==> src/rtl/dmem_pkg.sv <==
// Shared types and constants for the data-memory responder and its write buffer.
package dmem_pkg;

  typedef enum logic [1:0] {
    IDLE = 2'd0,
    BUSY = 2'd1,
    DONE = 2'd2
  } state_e;

  localparam int          TIMEOUT_DEF  = 16;
  localparam logic [31:0] ERR_DATA_DEF = 32'hDEAD_BEEF;

  // Width of a timeout counter that must reach TIMEOUT_CYC-1; never narrower than one bit.
  function automatic int cnt_w(input int cyc);
    return (cyc <= 2) ? 1 : $clog2(cyc);
  endfunction

endpackage

==> src/rtl/dmem_wbuf.sv <==
// One-entry posted write buffer: holds a store and drains it over the req/ack bus,
// dropping the entry with a one-cycle error pulse if the bus never acks.
module dmem_wbuf
  import dmem_pkg::*;
#(
  parameter int TIMEOUT_CYC = TIMEOUT_DEF
) (
  input  logic        clk,
  input  logic        rst,
  input  logic        i_push,
  input  logic [31:0] i_addr,
  input  logic [31:0] i_wdata,
  input  logic        i_ack,
  output logic        o_vld,
  output logic [31:0] o_addr,
  output logic [31:0] o_wdata,
  output logic        o_err
);

  localparam int            CW       = cnt_w(TIMEOUT_CYC);
  localparam logic [CW-1:0] CNT_LAST = CW'(TIMEOUT_CYC - 1);

  logic          vld_q, vld_d;
  logic          err_q, err_d;
  logic [CW-1:0] cnt_q, cnt_d;
  logic [31:0]   addr_q, addr_d;
  logic [31:0]   wdata_q, wdata_d;

  always_ff @(posedge clk or posedge rst) begin
    if (rst) begin
      vld_q   <= 1'b0;
      err_q   <= 1'b0;
      cnt_q   <= '0;
      addr_q  <= '0;
      wdata_q <= '0;
    end else begin
      vld_q   <= vld_d;
      err_q   <= err_d;
      cnt_q   <= cnt_d;
      addr_q  <= addr_d;
      wdata_q <= wdata_d;
    end
  end

  always_comb begin
    vld_d   = vld_q;
    err_d   = 1'b0;
    cnt_d   = cnt_q;
    addr_d  = addr_q;
    wdata_d = wdata_q;
    if (vld_q) begin
      if (i_ack) begin
        vld_d = 1'b0;
      end else if (cnt_q == CNT_LAST) begin
        vld_d = 1'b0;
        err_d = 1'b1;
      end else begin
        cnt_d = cnt_q + 1'b1;
      end
    end else if (i_push) begin
      vld_d   = 1'b1;
      addr_d  = i_addr;
      wdata_d = i_wdata;
      cnt_d   = '0;
    end
  end

  assign o_vld   = vld_q;
  assign o_addr  = addr_q;
  assign o_wdata = wdata_q;
  assign o_err   = err_q;

endmodule

==> src/rtl/dmem_resp.sv <==
// Data-memory responder: bridges the core's zero-wait data port onto a req/ack word bus,
// stalling the core until each access completes. Define DMEM_WBUF_EN for posted stores.
module dmem_resp
  import dmem_pkg::*;
#(
  parameter int          TIMEOUT_CYC = TIMEOUT_DEF,
  parameter logic [31:0] ERR_DATA    = ERR_DATA_DEF
) (
  input  logic        clk,
  input  logic        rst,
  input  logic        i_read_en,
  input  logic        i_write_en,
  input  logic [31:0] i_memaddr,
  input  logic [31:0] i_write_data,
  output logic [31:0] o_read_data,
  output logic        o_exstall,
  output logic        o_mem_req,
  output logic        o_mem_we,
  output logic [31:0] o_mem_addr,
  output logic [31:0] o_mem_wdata,
  input  logic        i_mem_ack,
  input  logic [31:0] i_mem_rdata,
  output logic        o_bus_err
);

  localparam int            CW       = cnt_w(TIMEOUT_CYC);
  localparam logic [CW-1:0] CNT_LAST = CW'(TIMEOUT_CYC - 1);

  state_e        state_q, state_d;
  logic [CW-1:0] cnt_q, cnt_d;
  logic [31:0]   addr_q, addr_d;
  logic [31:0]   wdata_q, wdata_d;
  logic [31:0]   rdata_q, rdata_d;
  logic          we_q, we_d;
  logic          err_q, err_d;

  logic          req_any, accept;
  logic          wb_push, wb_vld, wb_err;
  logic [31:0]   wb_addr, wb_wdata;
  logic          unused_addr_lsb;

  assign req_any         = i_read_en | i_write_en;
  assign unused_addr_lsb = ^i_memaddr[1:0];

`ifdef DMEM_WBUF_EN
  // Stores post into the empty buffer; everything else waits for the drain, which keeps RAW order.
  assign wb_push = (state_q == IDLE) && i_write_en && !wb_vld;
  assign accept  = (state_q == IDLE) && i_read_en && !i_write_en && !wb_vld;

  dmem_wbuf #(.TIMEOUT_CYC(TIMEOUT_CYC)) u_wbuf (
    .clk     (clk),
    .rst     (rst),
    .i_push  (wb_push),
    .i_addr  ({i_memaddr[31:2], 2'b00}),
    .i_wdata (i_write_data),
    .i_ack   (i_mem_ack),
    .o_vld   (wb_vld),
    .o_addr  (wb_addr),
    .o_wdata (wb_wdata),
    .o_err   (wb_err)
  );
`else
  assign wb_push  = 1'b0;
  assign wb_vld   = 1'b0;
  assign wb_err   = 1'b0;
  assign wb_addr  = '0;
  assign wb_wdata = '0;
  assign accept   = (state_q == IDLE) && req_any;
`endif

  always_ff @(posedge clk or posedge rst) begin
    if (rst) begin
      state_q <= IDLE;
      cnt_q   <= '0;
      addr_q  <= '0;
      wdata_q <= '0;
      rdata_q <= '0;
      we_q    <= 1'b0;
      err_q   <= 1'b0;
    end else begin
      state_q <= state_d;
      cnt_q   <= cnt_d;
      addr_q  <= addr_d;
      wdata_q <= wdata_d;
      rdata_q <= rdata_d;
      we_q    <= we_d;
      err_q   <= err_d;
    end
  end

  always_comb begin
    state_d = state_q;
    cnt_d   = cnt_q;
    addr_d  = addr_q;
    wdata_d = wdata_q;
    rdata_d = rdata_q;
    we_d    = we_q;
    err_d   = 1'b0;
    unique case (state_q)
      IDLE: begin
        if (accept) begin
          state_d = BUSY;
          addr_d  = {i_memaddr[31:2], 2'b00};
          wdata_d = i_write_data;
          we_d    = i_write_en;
          cnt_d   = '0;
        end
      end
      BUSY: begin
        // An ack on the final count still wins over the timeout.
        if (i_mem_ack) begin
          if (!we_q) rdata_d = i_mem_rdata;
          state_d = DONE;
        end else if (cnt_q == CNT_LAST) begin
          if (!we_q) rdata_d = ERR_DATA;
          err_d   = 1'b1;
          state_d = DONE;
        end else begin
          cnt_d = cnt_q + 1'b1;
        end
      end
      DONE: begin
        state_d = IDLE;
      end
      default: begin
        state_d = IDLE;
      end
    endcase
  end

  assign o_mem_req   = (state_q == BUSY) | wb_vld;
  assign o_mem_we    = ((state_q == BUSY) & we_q) | wb_vld;
  assign o_mem_addr  = wb_vld ? wb_addr : addr_q;
  assign o_mem_wdata = wb_vld ? wb_wdata : wdata_q;
  assign o_read_data = rdata_q;
  assign o_bus_err   = err_q | wb_err;
  // Gated by rst so the core is released the moment reset lands, even with its request still up.
  assign o_exstall   = !rst & ((state_q == BUSY) | ((state_q == IDLE) & req_any & !wb_push));

endmodule

==> config.mk <==
export PLATFORM = sky130hd
export DESIGN_NAME = dmem_resp
export DESIGN_NICKNAME = d
export VERILOG_FILES = /design/src/rtl/dmem_pkg.sv /design/src/rtl/dmem_wbuf.sv /design/src/rtl/dmem_resp.sv
export SDC_FILE = /design/constraint.sdc
export NUM_CORES = 1
export LEC_CHECK = 0
export ABC_AREA = 1
export CELL_PAD_IN_SITES_DETAIL_PLACEMENT = 1
export CELL_PAD_IN_SITES_GLOBAL_PLACEMENT = 2
export CORE_ASPECT_RATIO = 1.4
export CORE_MARGIN = 2
export CORE_UTILIZATION = 23
export DETAILED_ROUTE_END_ITERATION = 12
export PLACE_DENSITY = 0.8
export SYNTH_ARGS = -nofsm -noshare
export SYNTH_HDL_FRONTEND = slang
export SYNTH_SLANG_ARGS = --single-unit
==> constraint.sdc <==
create_clock -name clk -period 4.8 [get_ports clk]
set_clock_uncertainty 0.15 [all_clocks]
set_input_delay 0.96 -clock clk [delete_from_list [all_inputs] [get_ports clk]]
set_output_delay 0.96 -clock clk [all_outputs]
set_load 0.05 [all_outputs]
# After elaboration in Yosys (flattened, before gate mapping)

Index checks and enable logic that the tools add are counted.

Register bits after elaboration: 102
Bits in latches: 0
Memory bits (writable): 0
Bits in read-only memories: 0
Bits of input ports: 101
Output and inout bits: 100
Word-level logic and storage cells: 44
Memories: 0

Add/subtract/negate cells: 1
Multiply operators: 0
Div/mod/pow operators: 0
$lt $le $gt $ge: 0
Equality and inequality tests: 6
Shifts and indexed selects: 0
Multiplexer cells: 15
Bitwise logic cells: 6
Reduce and logical (&&, ||, !) cells: 9

Operator list:

| cell                                                            | count |
|---|---|
| 32-bit two-way mux                                              | 4 |
| 4-bit two-way mux                                               | 3 |
| 4-bit one-hot mux with 2 select lines                           | 1 |
| 2-bit two-way mux                                               | 3 |
| 2-bit != test, second input constant                            | 3 |
| 4-bit by 1-bit adder with 4-bit output, second input constant   | 1 |
| 4-bit == test, second input constant                            | 1 |
| 2-bit one-hot mux with 2 select lines                           | 1 |
| 2-bit AND reduction                                             | 2 |
| 4-bit AND reduction                                             | 1 |
| 2-bit nonzero test                                              | 2 |
| 1-bit AND                                                       | 3 |
| 1-bit two-way mux                                               | 3 |
| 3-bit by 1-bit != test with 1-bit output, second input constant | 1 |
| 3-bit AND reduction                                             | 1 |
| 2-bit by 1-bit == test with 1-bit output, second input constant | 1 |
| 2-bit zero test                                                 | 1 |
| 1-bit OR                                                        | 2 |
| 1-bit logical AND                                               | 1 |
| 1-bit zero test                                                 | 1 |
| 1-bit NOT                                                       | 1 |

# Depth between registers and ports, before layout

Gate-level depths: netlist (run 1).

Depth in word-level cells: 4
Gate-level depth with buffers: 7
Mapped depth without buffers: 6

# Worst setup path before layout (run 1)

Ideal clock, no wire load.

Path type: input -> output
From: input port i_write_en
To: output port o_exstall
Arrival time: 1.995 ns
Required time: 3.690 ns
Setup slack: 1.695 ns
Stages: 3
Buffers on the path: 1
Cells stage by stage: o21ai_2 > buf_2 > a21oi_1

Longest elaborated chain between the ends: 4

Ends and longest elaborated chain:

| item            | RTL line         | RTL |
|---|---|---|
| start, declared | dmem_resp.sv:12  | `input logic i_write_en,` |
| 1-bit OR        | dmem_resp.sv:42  | `assign req_any = i_read_en \| i_write_en;` |
| 1-bit AND       | dmem_resp.sv:138 | `assign o_exstall = !rst & ((state_q == BUSY) \| ((state_q == IDLE) & req_any & !wb_push));` |
| 1-bit OR        | dmem_resp.sv:138 |  |
| 1-bit AND       | dmem_resp.sv:138 |  |
| end, declared   | dmem_resp.sv:16  | `output logic o_exstall,` |

Every way passes these cells.

# Worst setup path in the final report (run 1)

Ends and elaborated chain as after synthesis.

==> summary.md, run 1 <==
| Metric | Value |
|---|---|
| Synth top area share | 0.609 |
| Pwr/cell area | between 800 and 900 nW/um^2 |
| EDFF count, synth | 0 |
| TritonCTS clock tree | yes |
| Mean Syn Cell Area | approximately 9.2 sq um |
| Final min period | 3.65 ns |
| Port Buffers | 196 |
| PostCTS Resize Cnt | 0 |
| First-pass GRT wire length | between 20000 and 25000 um |
| Post-CTS Hold Fix Bufs | 0 |
| Hold Path Sink | o_read_data[13] |
| Crit-path max FO | 2 |
| Post-DP HPWL | 9330 um |
| Max Fclk | 274 MHz |
| # diodes | 0 |
| Synth Flop Type | dfrtp_1 |
| Gpl congestion | 0.712 |
| GRT Resource Usage Total | 0.136 |
| Count leader, synth | nand2_1 |
| Largest net degree at the start of global routing | 76 |
| Hold Fails Final Rpt | 0 |
| Core area | approximately 18000 sq um |
| Starting Density | 0.234 |
| Routed len/inst | 14.6 um |
| Critical path data required time | 3.69 ns |
| Final setup violation count | 0 |
| Final setup TNS | 0 ns |
| Switching part of the total | 0.507 |
| Crit Path Category | primary input to primary output |
| Synth Warn # | 0 |
| Clock transition at the registers of the reported paths | 0.06 ns |
| Sequential share of the synthesized area | 0.609 |
| Max_cap viols | 0 |
| Hold Path Class | register to register |
| Tightest Pin Transition | between 1 and 1.5 ns |
| CTS max path bufs | 2 |
| Unrepaired setup endpoints after global routing | false |
| Finished Layout Cells | roughly 890 |
| Vias in the first global route | ~4k |
| Die H | about 160 um |
| Max_slew headroom | 0.299 |
| Number of nets at the end of the flow | approximately 740 |
| Comb power frac | 0.589 |
| Layout cells sized above 1 | 0.0943 |
| Largest cells by area after synthesis | dfrtp_1 (61%), nand2_1 (21%), o21ai_2 (6.9%) |
| Number of synthesized register bits | about 100 |
| Iter 0 DRT Violations | roughly 110 |
| Asr flop ratio synth | 1.00 |
| DR DRC count | 0 |
| Remaining antenna violation count | 0 |
| Pleak | 0.00308 uW |
| DRT Pass-1 Iters | 4 |
| Vias | 3680 |
| Setup Fix Bufs, Post-CTS | 0 |
| WP data arrival | ~2.5 ns |
| Grt ovf | 0 |
| Total power | about 5500 uW |
| # clock sinks | between 100 and 150 |
| Period utilisation layout | 0.760 |
| Fin. max-slew vios | 0 |
| Crit. End Element | primary output |
| Antenna violations before repair | 0 |
| Row count | 58 |
| Placed Cells incl. Taps | between 800 and 900 |
| Outcome | finished, final reports clean |
| Syn Inst Count | around 460 |
| Synth unique cells | 24 |
| Reg2Reg Capture Point | we_q |
| Die X | around 120 um |
| Ports | around 200 |
| Startpoint Class | primary input |
| Clock group share of total power | 0.136 |
| Reg2Reg Depth | 5 |
| Peak supply drop | 0.435 mV |
| Layout area overhead | 58.0% |
| Commonest cells in the netlist | nand2_1 (238), dfrtp_1 (102), o21ai_2 (33), nor2_1 (29), buf_2 (11) |
| H-tree levels | 3 |
| Mapped Area | about 4200 sq um |
| Hold Startpoint | o_read_data[13] |
| Register share of total power | 0.275 |
| Die area | a little under 20000 sq um |
| Int Power | about 2700 uW |
| Root buffer cell | clkbuf_16 |
| Sw power | ~2800 uW |
| Vias per cell | between 4 and 5 |
| Reg2reg setup slack | about 2.2 ns |
| Yosys top cell by area | dfrtp_1 |
| TritonCTS buffer count | 9 |
| Worst r2r src | state_q[1] |
| Hold depth | 2 |
| Clock insertion delay at the later pin of the skew report | 0.34 ns |
| Final wirelength | 13000 um |
==> power by group through the flow <==
stage	combinational [uW]	sequential, uW	clock, uW
finish	3230	1510	743
floorplan	792	2870	0
detailed placement	3270	1520	0
CTS	3280	1520	777
global placement	3220	1500	0
global route	3420	1570	812
==> layer usage <==
layer | GRT usage | vias to the layer above | share of wire
met5 | 0 | - | 0
met4 | 0.0345 | 0 | 0.0080
met3 | 0.0499 | 6 | 0.069
met2 | 0.251 | 115 | 0.53
met1 | 0.145 | 1796 | 0.39
li1 | - | 1763 | -
==> registers in the layout, indices dropped and copies added (netlist names) <==
name	count
o_mem_wdata	32
o_read_data	32
o_mem_addr	30
cnt_q	4
state_q	2
o_bus_err	1
we_q	1
==> cell usage in the layout (no fill, tap or decap) <==
cell type        count
xnor2_1              1
dfrtp_1            102
buf_4                3
ha_1                 1
clkinvlp_4           2
o21ai_2             32
nand2_2              1
clkdlybuf4s50_1    196
clkbuf_1             1
clkinv_2             1
nand3_1              6
clkinv_4             1
bufinv_16            1
clkbuf_16            9
nor3_1               1
inv_1                5
conb_1               2
inv_4                2
inv_2                2
or2_2                1
nand3_4              1
o21ai_4              1
nand3_2              1
nand2_1            238
nor2_2               1
clkbuf_8             1
nor2_4               1
o21ai_0              2
a21oi_1              2
nor2_1              29
==> through the flow <==
step / util / setup slack (ns) / instance area (sq um) / hold slack, ns
2_1_floorplan: - / 1.01 / 4190 / 0.351
5_1_grt: 0.369 / 1.10 / 6620 / 0.348
6_report: 0.369 / 1.15 / 6620 / 0.331
3_5_place_dp: 0.352 / 1.16 / 6320 / 0.317
3_3_place_gp: 0.352 / 1.15 / 6320 / 0.312
4_1_cts: 0.369 / 1.15 / 6620 / 0.335
==> logic make-up after synthesis <==
logic type / synth area share
xor gates and xnor gates: 0.00209
adders and majority gates: 0.00299
and+or+nand+nor: 0.261
other: 0.000895
DFF: 0.609
buffers and inverters: 0.0496
AOI/OAI and AO/OA: 0.0738
==> worst max path at each step <==
| stage | startpoint | slack (ns) | end |
|---|---|---|---|
| after floorplan | rst | 1.01 | cnt_q[0] |
| after global placement | i_write_en | 1.15 | o_exstall |
| after detailed placement | i_write_en | 1.16 | o_exstall |
| after CTS | i_write_en | 1.15 | o_exstall |
| after global routing | i_write_en | 1.10 | o_exstall |
| final | i_write_en | 1.15 | o_exstall |
==> cell type report <==
| cell class | instances | area (sq um) |
|---|---|---|
| Inverter | 9 | 38.8 |
| Fill cell | 2103 | 11300 |
| Multi-Input combinational cell | 321 | 1440 |
| Sequential cell | 102 | 2550 |
| Tap cell | 240 | 300 |
| Timing Repair Buffer | 199 | 1980 |
| Clock buffer | 11 | 243 |
| Clock inverter | 5 | 58.8 |
==> critical path: stages <==
cell,delay (ns)
clkdlybuf4s50_1,0.54
o21ai_4,0.08
a21oi_1,0.13
clkdlybuf4s50_1,0.82
Note: power is estimated with default switching activity, not from simulation.
==> run 2: changes to the inputs <==
==> constraint.sdc (replaced) <==
create_clock -name clk -period 3.4 [get_ports clk]
set_clock_uncertainty 0.15 [all_clocks]
set_input_delay 0.68 -clock clk [delete_from_list [all_inputs] [get_ports clk]]
set_output_delay 0.68 -clock clk [all_outputs]
set_load 0.05 [all_outputs]
==> summary.md, run 2 (synthesized netlist as in run 1, its figures left out) <==
| Metric | Value |
|---|---|
| First-pass GRT wire length | 20600 um (-1.2%) |
| Gpl congestion | 0.728 (+2.2%) |
| Clock transition at the registers of the reported paths | 0.07 ns (about the same) |
| Post-DP HPWL | 9350 um (+0.27%) |
| Layout area overhead | 58.3% |
| Setup Fix Bufs, Post-CTS | 0 (unchanged) |
| Vias | 3661 (-0.52%) |
| Grt ovf | 0 (unchanged) |
| PostCTS Resize Cnt | 0 (unchanged) |
| Most common cell after layout, fill and taps aside | nand2_1 |
| Hold Fails Final Rpt | 0 (unchanged) |
| Peak supply drop | 0.493 mV (+13%) |
| Fin. max-slew vios | 0 (unchanged) |
| Final setup TNS | 0 ns (unchanged) |
| WP data arrival | 1.98 ns (-0.56 ns) |
| TritonCTS clock tree | yes |
| Antenna violations before repair | 0 (unchanged) |
| Outcome | finished, final reports clean |
| Crit. End Element | primary output |
| Ports | 201 (unchanged) |
| DRT Pass-1 Iters | 4 (unchanged) |
| CTS max path bufs | 2 (unchanged) |
| Die H | 164 um (unchanged) |
| GRT Resource Usage Total | 0.135 (-0.000929) |
| Place WS | 0.599 ns (-0.562 ns) |
| Starting Density | 0.234 (unchanged) |
| Footprint of the multi-input gates | 1440 sq um (unchanged) |
| Remaining antenna violation count | 0 (unchanged) |
| Vias per cell | 4.12 (-0.63%) |
| Startpoint Class | register |
| Most frequent cells in the layout | nand2_1 (238), clkdlybuf4s50_1 (195), dfrtp_1 (102) |
| Crit-path max FO | 7 (+5) |
| Root buffer cell | clkbuf_16 |
| Largest net degree at the start of global routing | 65 (-14%) |
| Placed Cells incl. Taps | 873 (+0.23%) |
| Max_slew headroom | 0.279 (-0.0200) |
| Routed len/inst | 14.3 um (-1.8%) |
| Max Fclk | approximately 360 MHz |
| # diodes | 0 (unchanged) |
| Clock insertion delay at the later pin of the skew report | 0.34 ns (about the same) |
| Pwr/cell area | 1150 nW/um^2 (+40%) |
| DR DRC count | 0 (unchanged) |
| Final setup violation count | 0 (unchanged) |
| Max_cap viols | 0 (unchanged) |
| Core area | 17900 sq um (unchanged) |
| Period utilisation layout | 0.827 |
| Finished Layout Cells | 888 (+0.11%) |
| Unrepaired setup endpoints after global routing | false |
| Die X | 118 um (unchanged) |
| TritonCTS buffer count | 9 (unchanged) |
| Vias in the first global route | 4056 (+1.1%) |
| H-tree levels | 3 (unchanged) |
| Tightest Pin Transition | 1.08 ns (+0.0300 ns) |
| Register Area | 2550 sq um (unchanged) |
| Fillers | 2101 (-0.095%) |
| Number of nets at the end of the flow | 746 (+0.27%) |
| Port Buffers | 196 (unchanged) |
| Post-CTS Hold Fix Bufs | 0 (unchanged) |
| Crit Path Category | register to primary output |
| Final wirelength | 12700 um (-1.7%) |
| # clock sinks | 102 (unchanged) |
| Layout cells sized above 1 | 0.0972 (+0.00294) |
| Row count | 58 (unchanged) |
| Hold Path Class | register to register |
| Pleak | 0.00309 uW (about the same) |
| Critical path data required time | 2.57 ns (-1.12 ns) |
| Iter 0 DRT Violations | 125 (+17%) |
| Setup ws final | 0.588 ns (-0.563 ns) |
| Final min period | 2.81 ns |
| Die area | 19300 sq um (unchanged) |
[run 2: cell count changes in the layout (fill, tap and decap cells not counted), sizes merged]
cell,delta
buf,+3
bufinv,-1
clkdlybuf4s50,-1
clkinv,-1
clkinvlp,+1
[run 2: metal layers]
metal | vias to the layer above | GRT usage | routed length, um
met2 | 114 | 0.245 | 6860
met4 | 0 | 0.0542 | 160
met5 | - | 0 | 0
met1 | 1768 | 0.143 | 4770
li1 | 1770 | - | -
met3 | 9 | 0.0447 | 936
[run 2: path summary, 6_finish.rpt]
| check | startpoint | end | slack [ns] | cells after the start |
|---|---|---|---|---|
| max | state_q[1] | o_mem_we | 0.59 | 4 |
| min | o_mem_wdata[30] | o_mem_wdata[30] | 0.33 | 2 |
| max reg2reg | state_q[0] | o_mem_wdata[18] | 1.31 | 5 |
| min reg2reg | o_mem_wdata[30] | o_mem_wdata[30] | 0.33 | 2 |
| max in group asynchronous | rst | o_mem_wdata[29] | 1.75 | 3 |
| min in group asynchronous | rst | cnt_q[1] | 0.69 | 2 |
[run 2: area by class of cell]
class / count / area share
multi-input combinational: 321 / 0.217
clock inverter: 4 / 0.00491
timing repair buffer: 201 / 0.305
clock buffer: 11 / 0.0366
sequential: 102 / 0.385
inverter: 9 / 0.00604
tap: 240 / 0.0453
[run 2: report_power, final]
part	internal, uW	switching, uW	total, uW
Clock	517	454	971
Combinational	1430	3120	4550
Sequential	1800	332	2130
Total	3750	3910	7660
[run 2: per-stage QoR]
step | power (uW) | util | cell area, sq um | hold slack (ns)
after detailed placement | 6770 | 0.355 | 6350 | 0.319
after global placement | 6650 | 0.355 | 6350 | 0.313
after global routing | 8120 | 0.370 | 6630 | 0.351
after CTS | 7800 | 0.370 | 6630 | 0.335
final | 7660 | 0.370 | 6630 | 0.330
after floorplan | 5170 | - | 4200 | 0.351
[run 2: critical path, cell delays in order (launching register included)]
cell and delay [ns]:
dfrtp_1 0.42, inv_1 0.07, nand2_1 0.16, nor2_1 0.15, clkdlybuf4s50_1 0.83
==> run 3: changes to the inputs <==
==> constraint.sdc (replaced) <==
create_clock -name clk -period 2.8 [get_ports clk]
set_clock_uncertainty 0.15 [all_clocks]
set_input_delay 0.56 -clock clk [delete_from_list [all_inputs] [get_ports clk]]
set_output_delay 0.56 -clock clk [all_outputs]
set_load 0.05 [all_outputs]
==> summary.md, run 3 (synthesized netlist as in run 1, its figures left out) <==
| Metric | Value |
|---|---|
| TritonCTS buffer count | 9 (unchanged) |
| Root buffer cell | clkbuf_16 |
| Starting Density | 0.234 (unchanged) |
| Crit. End Element | primary output |
| Most common cell after layout, fill and taps aside | nand2_1 |
| Largest net degree at the start of global routing | 65 (unchanged) |
| Max_cap viols | 0 (unchanged) |
| Antenna violations before repair | 0 (unchanged) |
| Peak supply drop | 0.607 mV (+23%) |
| Post-CTS Hold Fix Bufs | 0 (unchanged) |
| Setup Fix Bufs, Post-CTS | 0 (unchanged) |
| Remaining antenna violation count | 0 (unchanged) |
| Iter 0 DRT Violations | 125 (unchanged) |
| PostCTS Resize Cnt | 0 (unchanged) |
| Clock transition at the registers of the reported paths | 0.07 ns (about the same) |
| Die area | 19300 sq um (unchanged) |
| DRT Pass-1 Iters | 4 (unchanged) |
| Max_slew headroom | 0.482 (+0.202) |
| Ports | 201 (unchanged) |
| Place WS | 0.423 ns (-0.176 ns) |
| Pwr/cell area | 1410 nW/um^2 (+22%) |
| Setup ws final | 0.257 ns (-0.330 ns) |
| Max stage delay on crit path | 0.83 ns (about the same) |
| Hold Fails Final Rpt | 0 (unchanged) |
| Gpl congestion | 0.680 (-6.6%) |
| Crit Path Category | register to primary output |
| Max Fclk | ~390 MHz |
| Hold Path Class | register to register |
| Clock insertion delay at the later pin of the skew report | 0.34 ns (about the same) |
| # clock sinks | 102 (unchanged) |
| Startpoint Class | register |
| Number of nets at the end of the flow | 752 (+0.80%) |
| Pleak | 0.00313 uW (+1.4%) |
| Port Buffers | 196 (unchanged) |
| Vias per cell | 4.09 (-0.76%) |
| Final min period | ~2.5 ns |
| Vias | 3662 (+0.027%) |
| Critical Path, Cell by Cell | inv_1 > nand2_1 > nor2_1 > clkdlybuf4s50_1 |
| Period utilisation layout | 0.908 |
| Final setup violation count | 0 (unchanged) |
| Final wirelength | 12800 um (+0.76%) |
| TritonCTS clock tree | yes |
| Vias in the first global route | 4190 (+3.3%) |
| Unrepaired setup endpoints after global routing | false |
| Layout cells sized above 1 | 0.107 (+0.00965) |
| Post-DP HPWL | 9460 um (+1.1%) |
| Grt ovf | 0 (unchanged) |
| Slowest CP cell | clkdlybuf4s50_1 |
| Most frequent cells in the layout | nand2_1 (238), clkdlybuf4s50_1 (195), dfrtp_1 (102) |
| Fin. max-slew vios | 0 (unchanged) |
| Routed len/inst | 14.3 um (about the same) |
| # diodes | 0 (unchanged) |
| Layout area overhead | 59.9% |
| Crit-path max FO | 3 (-4) |
| First-pass GRT wire length | 21100 um (+2.8%) |
| Critical path data required time | 2.09 ns (-0.48 ns) |
| DR DRC count | 0 (unchanged) |
| Final setup TNS | 0 ns (unchanged) |
| Die X | 118 um (unchanged) |
| GRT Resource Usage Total | 0.138 (+0.00354) |
| H-tree levels | 3 (unchanged) |
| Tightest Pin Transition | 0.777 ns (-0.302 ns) |
| Die H | 164 um (unchanged) |
| Row count | 58 (unchanged) |
| Core area | 17900 sq um (unchanged) |
| Worst hold slack | 0.332 ns (+0.00196 ns) |
| Outcome | finished, final reports clean |
| WP data arrival | 1.83 ns (-0.15 ns) |
| CTS max path bufs | 2 (unchanged) |
| Reg2reg setup slack | 0.76 ns (-0.55 ns) |
==> run 3: worst max-delay path, delay by kind of cell (launching register included) <==
| kind | cells | cell delay [ns] |
|---|---|---|
| buf+inv | 2 | 0.90 |
| simple gates | 2 | 0.15 |
| flops | 1 | 0.43 |
==> run 3: per-stage QoR <==
step / util / cell area (sq um) / instances / power (uW)
global placement: 0.356 / 6390 / 879 / 8130
floorplan: - / 4200 / 456 / 6280
detailed placement: 0.356 / 6390 / 879 / 8260
finish: 0.374 / 6700 / 895 / 9460
CTS: 0.374 / 6700 / 895 / 9630
global route: 0.374 / 6700 / 895 / 10000
==> run 3: worst paths after layout <==
kind,cells after the start,to,startpoint
max in group asynchronous,3,o_mem_wdata[3],rst
min reg2reg,2,o_mem_addr[11],o_mem_addr[11]
min in group asynchronous,3,cnt_q[1],rst
min,2,o_mem_addr[11],o_mem_addr[11]
max,4,o_mem_we,state_q[1]
max reg2reg,7,o_read_data[23],cnt_q[0]
==> run 3: layer usage <==
layer  track usage  wire length (um)
met3        0.0496              1000
met2         0.249              6700
met4        0.0581               246
met5             0                 0
met1         0.145              4880
==> run 3: cell type report <==
cell class / count / area [sq um]
Clock buffer: 12 / 256
Clock inverter: 4 / 55.1
Fill cell: 2090 / 11200
Inverter: 9 / 40.0
Multi-Input combinational cell: 321 / 1440
Sequential cell: 102 / 2550
Tap cell: 240 / 300
Timing Repair Buffer: 207 / 2050
==> run 3: report_power, final <==
group,leakage (uW),switching (uW),internal [uW]
logic,0.00172,3790,1770
clock network,0.000149,558,746
registers,0.00126,402,2190
total,0.00313,4750,4710
